==> src/rtl/sync_fifo_flagged.sv <==
// sync_fifo_flagged: single-clock FIFO with registered read data, fill count, threshold flags and sticky errors
module sync_fifo_flagged #(
  parameter int DSIZE     = 8,
  parameter int ASIZE     = 4,
  parameter int AFULL_TH  = 12,
  parameter int AEMPTY_TH = 2
) (
  input  logic             clk,
  input  logic             rst,
  input  logic             wen,
  input  logic [DSIZE-1:0] wdata,
  input  logic             ren,
  output logic [DSIZE-1:0] rdata,
  output logic             rvalid,
  output logic             wfull,
  output logic             rempty,
  output logic             walmost_full,
  output logic             ralmost_empty,
  output logic [ASIZE:0]   count,
  output logic             overflow,
  output logic             underflow,
  input  logic             clr_err
);
  localparam int DEPTH = 1 << ASIZE;
  localparam logic [ASIZE:0] AF = AFULL_TH[ASIZE:0];
  localparam logic [ASIZE:0] AE = AEMPTY_TH[ASIZE:0];
  logic [DSIZE-1:0] mem [DEPTH];
  logic [ASIZE:0] wptr, rptr;
  logic wr_ok, rd_ok;
  // Flags decode only from registered pointers, so no wen/ren-to-flag path exists
  assign count         = wptr - rptr;
  assign rempty        = wptr == rptr;
  assign wfull         = (wptr[ASIZE] != rptr[ASIZE]) && (wptr[ASIZE-1:0] == rptr[ASIZE-1:0]);
  assign walmost_full  = count >= AF;
  assign ralmost_empty = count <= AE;
  assign wr_ok         = wen && !wfull;
  assign rd_ok         = ren && !rempty;
  always_ff @(posedge clk)
    if (wr_ok) mem[wptr[ASIZE-1:0]] <= wdata;
  always_ff @(posedge clk or posedge rst)
    if (rst) begin
      wptr      <= '0;
      rptr      <= '0;
      rdata     <= '0;
      rvalid    <= 1'b0;
      overflow  <= 1'b0;
      underflow <= 1'b0;
    end else begin
      wptr      <= wptr + {{ASIZE{1'b0}}, wr_ok};
      rptr      <= rptr + {{ASIZE{1'b0}}, rd_ok};
      rvalid    <= rd_ok;
      rdata     <= rd_ok ? mem[rptr[ASIZE-1:0]] : rdata;
      overflow  <= (overflow && !clr_err) || (wen && wfull);
      underflow <= (underflow && !clr_err) || (ren && rempty);
    end
endmodule

==> config.mk <==
export PLATFORM = sky130hd
export DESIGN_NAME = sync_fifo_flagged
export DESIGN_NICKNAME = d
export VERILOG_FILES = /design/src/rtl/sync_fifo_flagged.sv
export SDC_FILE = /design/constraint.sdc
export NUM_CORES = 1
export LEC_CHECK = 0
export BUFFER_PORTS_ARGS = -buffer_cell sky130_fd_sc_hd__buf_2
export CORE_MARGIN = 10
export CORE_UTILIZATION = 55
export DETAILED_ROUTE_END_ITERATION = 8
export PLACE_DENSITY = 0.79
export SLEW_MARGIN = 20
export SYNTH_ARGS = -nofsm -noshare
export SYNTH_HDL_FRONTEND = slang
export SYNTH_SLANG_ARGS = --single-unit
export TNS_END_PERCENT = 30
==> constraint.sdc <==
create_clock -name clk -period 6.94 [get_ports clk]
set_input_delay 1.388 -clock clk [delete_from_list [all_inputs] [get_ports clk]]
set_output_delay 1.388 -clock clk [all_outputs]
set_load 0.01 [all_outputs]
==> reports/metrics.cfg, run 1 <==
[yosys]
synthCells=320
avgSynthCellArea_sq_um=18.6
syn_nets=342
synth_area_leader_cell=sky130_fd_sc_hd__edfxtp_1
yosys.cell_types.count=31
yosys_warnings=0
ys_ff_latch=149
synth-seq-area-share=0.734
netlist_top_cells_area=sky130_fd_sc_hd__edfxtp_1, sky130_fd_sc_hd__dfrtp_1, sky130_fd_sc_hd__mux4_2
yosysTopAreaCellShare=0.646
netlist_area_sq_um=5950

[cts]
clkTransAtPathRegs_ns=0.06
clock_tree_from_tritoncts=yes
htree_levels=4
clock_path_buffers=2
cts.repair.resized=0
cts-root-buf=sky130_fd_sc_hd__clkbuf_8
cts.repair_timing.setup_buffer_count=0
clock_latency_ns=0.53
tritoncts_num_sinks=149
ctsHoldBuffers=0
cts_buffers=17

[sta]
timing.final.max_slew_violations=0
worst_slew_margin_rel=0.459
min_period_ns=4.36
hold_viol=0
finalSetupTns_ns=0
setup_viol=0
min_period_over_period=0.629
achievable_freq_ghz=0.229
rsz0062_at_grt=false
clock_skews_ns=0.00927
actual_slew_at_the_worst_max_slew_pin_ns=0.808

[global_route]
grt_pass1_wl_um=18200
track_usage=0.165
grt_antenna_before_repair=0
first_global_vias=3134
grt_remaining_overflow=0
grt_start_max_net_pins=36

[min_path]
min-delay-path-class=reg2reg

[critical_path]
critical_path.max_stage_delay_ns=0.51
required_time_of_the_critical_path_ns=5.55
worst_r2r_endpoint=mem[11][6]
cp-start-kind=flip-flop
regToRegStartpoint=rptr[1]
cp_cell_sequence=buf_4 > ha_1 > fa_1 > inv_1 > a21o_1 > a21oi_1 > xnor2_1 > a2111oi_2 > buf_2
reg2reg_setup_slack_ns=3.79
critPathTopFamily=buffers and inverters
crit_path_max_fanout=34
critical_path_depth=9
critical_path_buf_inv_count=3
setup.worst_path.class=reg2out
timing.critical_path.arrival_ns=2.97
reg2reg_depth=7
worst_path_max_delay_cell=sky130_fd_sc_hd__buf_4
crit_start=rptr[0]
worstSetupEndpoint=ralmost_empty
endpoint_kind=output port

[power_and_ir_drop]
static-leakage-power_nw=2.40
powerDensity_nw_per_um2=452
peakVddDrop_uv=381

[placed_design]
place.gp.congestion=0.863
numPortBuffers=32
place.detailed.hpwl_um=7340

[layout]
area.growth.synth_to_final_pct=13.9
antenna_cells=0
final_layout_size_suffix_gt1_frac=0.249
finalNetCount=386
finalCoreUtilization=0.651

[floorplanning]
floorplan.die.width_um=124
starting_utilization_of_the_core_area=0.572
design.die.area_sq_um=15400
design.portCount=33
core_area_sq_um=10400
std_cell_rows=37
fp.dieH_um=124

[routing]
drt-initial-drc-count=285
ant_nets=0
detail_route.first_pass.iterations=4
num_vias=3045
drt-vias-per-instance=5.94
avgRoutedWirePerCell_um=22.8
drcViolationCount=0
wirelength_um=11700

[flow_run]
cap_violations=0

[run_status]
result_of_the_run=complete, no violations

[registers in the layout (all words and copies together), names as in the netlist]
register and flops:
mem 128, wptr 5, rvalid 1, overflow 1
rdata 8, underflow 1, rptr 5
[worst min-delay path by stage]
stage	to	slack (ns)	startpoint	cells after the start
final	underflow	0.53	underflow	2
after global routing	wptr[4]	0.56	wptr[4]	1
after CTS	underflow	0.54	underflow	2
after detailed placement	underflow	0.53	underflow	2
after global placement	underflow	0.51	underflow	2
after floorplan	rptr[4]	0.50	rptr[4]	1
[power by group]
part	total, mW	switching, mW	internal [mW]
Combinational	1.01	0.576	0.430
Sequential	1.20	0.0882	1.11
Clock	0.852	0.344	0.507
[cell usage in the layout, fill, tap and decap left out, drive strengths merged, types with 6 or more instances in the layout]
master  instances
edfxtp        128
buf            38
nand2          32
mux4           32
dfrtp          21
clkbuf         18
o22ai          16
nor2           14
inv            12
a21oi          10
xnor2           8
ha              8
clkinv          8
nand3           6
[cells by family after synthesis]
kind of cell             Yosys count  synth area share
multiplexers                      32             0.127
buffers and inverters             25            0.0252
AO/OA/AOI/OAI                     33            0.0345
XOR/XNOR                          11            0.0162
AND/OR/NAND/NOR                   61            0.0433
adder cells (fa/ha/maj)            9            0.0202
flip-flops                       149             0.734
[metal layers]
metal	GRT usage	wire length [um]	part of all wire
met5	0	0	0
met1	0.209	4740	0.40
met3	0.0466	953	0.081
met4	0.0755	267	0.023
met2	0.262	5760	0.49
[per-stage QoR]
stage / cell area, sq um / setup WS, ns / hold slack (ns) / total power [mW] / cells
floorplan: 5950 / 3.68 / 0.501 / 1.93 / 320
global placement: 6220 / 3.22 / 0.510 / 2.18 / 481
detailed placement: 6220 / 3.10 / 0.528 / 2.23 / 481
CTS: 6780 / 2.54 / 0.540 / 3.09 / 513
global route: 6780 / 2.37 / 0.563 / 3.22 / 513
finish: 6780 / 2.58 / 0.532 / 3.06 / 513
[Yosys cell counts]
cell type / number
sky130_fd_sc_hd__nor2_1: 14
sky130_fd_sc_hd__nor3b_1: 1
sky130_fd_sc_hd__a21o_1: 3
sky130_fd_sc_hd__fa_1: 1
sky130_fd_sc_hd__nor2b_1: 1
sky130_fd_sc_hd__ha_1: 8
sky130_fd_sc_hd__o21a_1: 1
sky130_fd_sc_hd__nand2b_1: 2
sky130_fd_sc_hd__inv_1: 11
sky130_fd_sc_hd__buf_12: 1
sky130_fd_sc_hd__dfrtp_1: 21
sky130_fd_sc_hd__o22ai_1: 16
sky130_fd_sc_hd__a21oi_1: 10
sky130_fd_sc_hd__nor3_1: 4
sky130_fd_sc_hd__mux4_2: 23
sky130_fd_sc_hd__xor2_1: 3
sky130_fd_sc_hd__edfxtp_1: 128
sky130_fd_sc_hd__o21ai_0: 2
sky130_fd_sc_hd__clkbuf_1: 2
sky130_fd_sc_hd__buf_2: 5
sky130_fd_sc_hd__xnor2_1: 8
sky130_fd_sc_hd__nand3_1: 6
sky130_fd_sc_hd__nand2_1: 31
sky130_fd_sc_hd__a2111oi_2: 1
sky130_fd_sc_hd__nand4_1: 1
sky130_fd_sc_hd__clkinv_1: 1
sky130_fd_sc_hd__buf_4: 2
sky130_fd_sc_hd__nand2_2: 1
sky130_fd_sc_hd__buf_8: 1
sky130_fd_sc_hd__buf_6: 2
sky130_fd_sc_hd__mux4_1: 9
[worst min-delay path: cells and delay by family, from the launching register on]
family                 cells  cell delay, ns
AOI/OAI and AO/OA          1            0.07
buffers and inverters      1            0.05
DFF                        1            0.37
[area by class of cell]
type                            count  area, sq um
Tap cell                          136          170
Fill cell                         689         3640
Sequential cell                   149         4370
Timing Repair Buffer               38          205
Multi-Input combinational cell    146         1430
Clock inverter                     14          136
Inverter                           12         45.0
Clock buffer                       18          418
(Power assumes the default switching activity.)
==> run 2, diff against run 1 <==
--- a/config.mk
+++ b/config.mk
@@ -5,6 +5,7 @@
 export SDC_FILE = /design/constraint.sdc
 export NUM_CORES = 1
 export LEC_CHECK = 0
+export ABC_AREA = 1
 export BUFFER_PORTS_ARGS = -buffer_cell sky130_fd_sc_hd__buf_2
 export CORE_MARGIN = 10
 export CORE_UTILIZATION = 55
==> constraint.sdc (replaced) <==
create_clock -name clk -period 4.3 [get_ports clk]
set_input_delay 0.86 -clock clk [delete_from_list [all_inputs] [get_ports clk]]
set_output_delay 0.86 -clock clk [all_outputs]
set_load 0.01 [all_outputs]
==> run 2 against run 1 <==
Synthesized cell count rose by 100%. Flip-flop and latch count is the same. Highest routed layer unchanged. Design area is 9.8% higher. Global-route usage increased by 2.5 points. Largest cell class unchanged. Clock skew shrank 0.0015 ns. First-iteration DRC count rose by 65%.
==> reports/metrics.cfg, run 2 <==
[run_status]
result_of_the_run=complete, no violations

[sta]
min_period_over_period=0.899
actual_slew_at_the_worst_max_slew_pin_ns=1.02
setup_viol=0
rsz0062_at_grt=false
clock_skews_ns=0.00775
hold_viol=0
finalSetupTns_ns=0
timing.final.max_slew_violations=0
worst_hold_slack_ns=0.476
worst_slew_margin_rel=0.318
min_period_ns=3.87
achievable_freq_ghz=0.259

[yosys]
netlist_top_cells_area=sky130_fd_sc_hd__edfxtp_1, sky130_fd_sc_hd__nand2_1, sky130_fd_sc_hd__dfrtp_1
postSynth.topFlopCell=sky130_fd_sc_hd__edfxtp_1
ys_ff_latch=149
syn_nets=665
yosys_warnings=0
synth_edf_count=128
synth-seq-area-share=0.659
most_used_standard_cell_by_instance_count_after_synthesis=sky130_fd_sc_hd__nand2_1
synth_area_leader_cell=sky130_fd_sc_hd__edfxtp_1
synthCells=643
netlist_area_sq_um=6630
avgSynthCellArea_sq_um=10.3
yosys.cell_types.count=25
yosysTopAreaCellShare=0.580
ys_top_cells_by_count=sky130_fd_sc_hd__nand2_1, sky130_fd_sc_hd__edfxtp_1, sky130_fd_sc_hd__inv_1
synth_async_sr_flop_share=0.141

[min_path]
timing.hold.worst_endpoint=rdata[0]
hold-path-cell-count=2
min-delay-start=rdata[0]
min-delay-path-class=reg2reg

[floorplanning]
design.die.area_sq_um=16800
starting_utilization_of_the_core_area=0.556
core_area_sq_um=11900
design.portCount=33
std_cell_rows=40
fp.dieH_um=130
floorplan.die.width_um=130

[global_route]
grt_pass1_wl_um=24000
track_usage=0.190
grt_remaining_overflow=0
grt_start_max_net_pins=67
first_global_vias=4533
grt_antenna_before_repair=0

[routing]
drcViolationCount=0
top_signal_layer_used=met4
num_vias=4518
detail_route.first_pass.iterations=5
drt-initial-drc-count=470
met1_length_um=5960
detailroute.wirelength.met3_um=1080
avgRoutedWirePerCell_um=18.3
drt-vias-per-instance=5.42
wirelength_um=15200
wl_met2_um=7810
ant_nets=0

[layout]
area.sequential_sq_um=4370
final_common_cell=sky130_fd_sc_hd__nand2_1
fill_cells=916
final_cell_mix=sky130_fd_sc_hd__nand2_1, sky130_fd_sc_hd__edfxtp_1, sky130_fd_sc_hd__inv_1
finalNetCount=695
layoutNonFillerInstCount=833
area.growth.synth_to_final_pct=12.3
final_layout_size_suffix_gt1_frac=0.117
multi_input_comb_area_sq_um=1660
flip_flop_count_of_the_largest_register_after_layout=128
antenna_cells=0

[cts]
cts.repair.resized=0
cts.repair_timing.setup_buffer_count=0
tritoncts_num_sinks=149
clock_tree_from_tritoncts=yes
clock_latency_ns=0.42
clkTransAtPathRegs_ns=0.06
cts-root-buf=sky130_fd_sc_hd__clkbuf_16
ctsHoldBuffers=0
clock_path_buffers=2
htree_levels=4
cts_buffers=17

[placed_design]
place.detailed.hpwl_um=10000
place.gp.congestion=0.937
numPortBuffers=32
placedCellCount=801

[critical_path]
setup.worst_path.class=reg2out
cp-start-kind=flip-flop
critical_path_buf_inv_count=3
worst_path_max_delay_cell=sky130_fd_sc_hd__ha_1
cp_cell_sequence=buf_4 > clkinv_1 > ha_1 > nand2_1 > o21ai_0 > xor2_1 > nand2_1 > nor2_1 > buf_2
regToRegStartpoint=rptr[2]
reg2reg_depth=8
crit_path_max_fanout=20
required_time_of_the_critical_path_ns=3.44
reg2reg_setup_slack_ns=1.02
worst_r2r_endpoint=mem[15][4]
endpoint_kind=output port
timing.critical_path.arrival_ns=3.01
critical-path-top-cell-by-count=sky130_fd_sc_hd__nand2_1
critPathTopFamily=buffers and inverters
critical_path.max_stage_delay_ns=0.59

[flow_run]
cap_violations=0

[power_and_ir_drop]
static-leakage-power_nw=3.33
sequentialPowerShare=0.360
cellInternalPower_mw=3.37
switchingPower_mw=2.08
power.share.combinational=0.368
peakVddDrop_uv=366
power_frac_clock=0.272
power.share.switching=0.382
powerDensity_nw_per_um2=732

==> run 2: changes by cell type after synthesis, moves of 10 or more <==
cell                      change
sky130_fd_sc_hd__buf_2       +10
sky130_fd_sc_hd__nand2_1    +173
sky130_fd_sc_hd__mux4_2      -23
sky130_fd_sc_hd__o22ai_1     -16
sky130_fd_sc_hd__inv_1       +96
sky130_fd_sc_hd__nand3_1     +95
==> run 2: area by class of cell <==
class / count / area share
Inverter: 114 / 0.0578
Clock inverter: 5 / 0.00353
Multi-Input combinational cell: 356 / 0.223
Tap cell: 147 / 0.0247
Timing Repair Buffer: 35 / 0.0245
Sequential cell: 149 / 0.587
Clock buffer: 27 / 0.0792
==> run 2: how the worst max path moves through the flow <==
stage / cells past startpoint / slack (ns) / startpoint / to
after detailed placement: 9 / 0.96 / rptr[2] / ralmost_empty
final: 9 / 0.43 / rptr[2] / ralmost_empty
after CTS: 9 / 0.50 / rptr[2] / ralmost_empty
after global placement: 9 / 1.15 / rptr[2] / ralmost_empty
after global routing: 9 / 0.32 / rptr[2] / ralmost_empty
after floorplan: 9 / 1.70 / rptr[1] / walmost_full
==> run 2: routing by layer <==
| metal | GRT usage | vias to the layer above |
|---|---|---|
| li1 | - | 2124 |
| met1 | 0.239 | 2160 |
| met2 | 0.320 | 200 |
| met3 | 0.0329 | 34 |
| met4 | 0.0780 | 0 |
| met5 | 0 | - |
==> run 2: cells by family after synthesis <==
logic type	Yosys count	synth area share
AOI/OAI and AO/OA	9	0.00679
xor gates and xnor gates	9	0.0130
adders and majority gates	9	0.0181
buffers and inverters	138	0.0904
DFF	149	0.659
and+or+nand+nor	329	0.212
==> run 2: power groups by stage <==
stage	Sequential, mW	Clock, mW	Combinational, mW
final	1.96	1.48	2.00
after global routing	1.99	1.57	2.20
after CTS	1.96	1.49	1.99
after detailed placement	1.98	0	1.98
after global placement	1.97	0	1.91
after floorplan	1.93	0	1.44
==> run 2: worst min-delay path: cells and delay by family, from the launching register on <==
kind / cells / cell delay (ns)
flops: 1 / 0.34
simple gates: 2 / 0.10
==> run 2: per-stage QoR <==
step | util | power [mW] | cell area [sq um] | worst slack, ns
after global routing | 0.625 | 5.75 | 7440 | 0.324
final | 0.625 | 5.45 | 7440 | 0.433
after floorplan | - | 3.37 | 6630 | 1.70
after detailed placement | 0.573 | 3.96 | 6830 | 0.959
after global placement | 0.573 | 3.88 | 6830 | 1.15
after CTS | 0.625 | 5.44 | 7440 | 0.502
==> run 3, diff against run 2 <==
--- a/config.mk
+++ b/config.mk
@@ -5,12 +5,11 @@
 export SDC_FILE = /design/constraint.sdc
 export NUM_CORES = 1
 export LEC_CHECK = 0
-export ABC_AREA = 1
 export BUFFER_PORTS_ARGS = -buffer_cell sky130_fd_sc_hd__buf_2
 export CORE_MARGIN = 10
-export CORE_UTILIZATION = 55
+export CORE_UTILIZATION = 60
 export DETAILED_ROUTE_END_ITERATION = 8
-export PLACE_DENSITY = 0.79
+export PLACE_DENSITY = 0.85
 export SLEW_MARGIN = 20
 export SYNTH_ARGS = -nofsm -noshare
 export SYNTH_HDL_FRONTEND = slang
==> constraint.sdc (replaced) <==
create_clock -name clk -period 4.18 [get_ports clk]
set_input_delay 0.836 -clock clk [delete_from_list [all_inputs] [get_ports clk]]
set_output_delay 0.836 -clock clk [all_outputs]
set_load 0.01 [all_outputs]
==> run 3 against run 2 <==
Non-clock buffer count increased by 3. Combinational power decreased by 15%. Sequential power increased by 3%. Critical path type unchanged. Highest routed layer unchanged.
==> reports/metrics.cfg, run 3 (same netlist as run 1, synthesis figures left out) <==
[run_status]
result_of_the_run=complete, no violations

[layout]
finalCoreUtilization=0.702
flip_flop_count_of_the_largest_register_after_layout=128
final_cell_mix=sky130_fd_sc_hd__edfxtp_1, sky130_fd_sc_hd__buf_2, sky130_fd_sc_hd__nand2_1
multi_input_comb_area_sq_um=1430
final_layout_size_suffix_gt1_frac=0.252
final_common_cell=sky130_fd_sc_hd__edfxtp_1
area.growth.synth_to_final_pct=14.8
fill_cells=573
finalNetCount=386
area.sequential_sq_um=4370
antenna_cells=0

[cts]
cts_buffers=17
cts-root-buf=sky130_fd_sc_hd__clkbuf_8
tritoncts_num_sinks=149
clock_path_buffers=2
ctsHoldBuffers=0
htree_levels=4
clkTransAtPathRegs_ns=0.06
clock_latency_ns=0.53
clock_tree_from_tritoncts=yes
cts.repair.resized=0
cts.repair_timing.setup_buffer_count=0

[sta]
achievable_freq_ghz=0.276
worst_hold_slack_ns=0.450
min_period_ns=3.63
actual_slew_at_the_worst_max_slew_pin_ns=0.789
rsz0062_at_grt=false
clock_skews_ns=0.00530
timing.final.max_slew_violations=0
setup_viol=0
finalSetupTns_ns=0
worst_slack_ns=0.553
worst_slew_margin_rel=0.473
min_period_over_period=0.868
hold_viol=0

[critical_path]
critical_path.max_stage_delay_ns=0.61
timing.critical_path.arrival_ns=2.79
endpoint_kind=output port
required_time_of_the_critical_path_ns=3.34
cp-start-kind=flip-flop
worst_path_max_delay_cell=sky130_fd_sc_hd__dfrtp_1
crit_path_max_fanout=13
cp_cell_sequence=clkinv_1 > ha_1 > a21o_1 > a21oi_1 > xnor2_1 > a2111oi_2 > buf_2
setup.worst_path.class=reg2out

[power_and_ir_drop]
power.share.combinational=0.323
switchingPower_mw=1.72
cellInternalPower_mw=3.55
peakVddDrop_uv=528
powerDensity_nw_per_um2=771
static-leakage-power_nw=2.43
sequentialPowerShare=0.383
power.share.switching=0.326
power_frac_clock=0.295

[floorplanning]
design.die.area_sq_um=14300
floorplan.die.width_um=120
design.portCount=33
starting_utilization_of_the_core_area=0.612
std_cell_rows=36
core_area_sq_um=9730
fp.dieH_um=120

[placed_design]
place.detailed.hpwl_um=7440
place.gp.congestion=0.848
numPortBuffers=32
preCtsSetupSlack_ns=1.14

[global_route]
grt_pass1_wl_um=19600
grt_remaining_overflow=0
first_global_vias=3218
grt_antenna_before_repair=0
track_usage=0.184
grt_start_max_net_pins=35

[flow_run]
cap_violations=0

[routing]
avgRoutedWirePerCell_um=24.7
drt-initial-drc-count=314
drt-vias-per-instance=6.19
wirelength_um=12600
detail_route.first_pass.iterations=7
ant_nets=0
num_vias=3157
drcViolationCount=0

[min_path]
min-delay-path-class=in2async

-- run 3: cell types whose count changed in the layout (fill, tap and decap cells not counted), sizes merged, moves of 3 or more --
| cell | change |
|---|---|
| o22ai | +16 |
| mux4 | +32 |
| bufinv | +4 |
| nand2 | -173 |
| nand3 | -97 |
| a21o | +3 |
| nor2 | -6 |
| a21oi | +5 |
| inv | -102 |
| buf | +3 |
| nor3 | +4 |
| clkbuf | -8 |
| xnor2 | +4 |
-- run 3: final timing paths --
check                               from       endpoint  slack (ns)  cells after the start
worst max-delay path             rptr[1]  ralmost_empty        0.55                      7
worst min-delay path                 rst       rdata[6]        0.45                      2
worst max register to register   rptr[1]      mem[4][4]        1.05                      7
worst min register to register  overflow       overflow        0.54                      2
max in group asynchronous            rst        rptr[0]        3.19                      2
min in group clk                 clr_err       overflow        0.51                      2
-- run 3: layout make-up --
cell class,count,area share
Clock inverter,13,0.0265
Clock buffer,19,0.0632
Inverter,12,0.00659
Multi-Input combinational cell,146,0.210
Sequential cell,149,0.640
Timing Repair Buffer,38,0.0300
Tap cell,133,0.0244
-- run 3: worst max-delay path, delay by kind of cell (launching register included) --
family,cells,cell delay (ns)
flip-flops,1,0.61
buffers and inverters,2,0.56
AO/OA/AOI/OAI,3,0.55
adder cells (fa/ha/maj),1,0.40
XOR/XNOR,1,0.14
-- run 3: metrics by stage --
stage	std cells	area, sq um	total power [mW]
2_1_floorplan	320	5950	3.21
3_3_place_gp	478	6220	3.62
3_5_place_dp	478	6220	3.69
4_1_cts	510	6830	5.27
5_1_grt	510	6830	5.51
6_report	510	6830	5.27
-- run 3: power groups by stage --
stage,registers (mW),clock network (mW),logic (mW)
2_1_floorplan,1.98,0,1.23
3_3_place_gp,2.00,0,1.62
3_5_place_dp,2.03,0,1.66
4_1_cts,2.01,1.56,1.70
5_1_grt,2.03,1.63,1.84
6_report,2.02,1.55,1.70
-- run 3: per-layer routing --
| metal | wire, um | global-route usage | vias up |
|---|---|---|---|
| met5 | 0 | 0 | - |
| li1 | - | - | 1348 |
| met4 | 229 | 0.0709 | 0 |
| met3 | 920 | 0.0492 | 23 |
| met1 | 5140 | 0.238 | 1627 |
| met2 | 6330 | 0.295 | 159 |
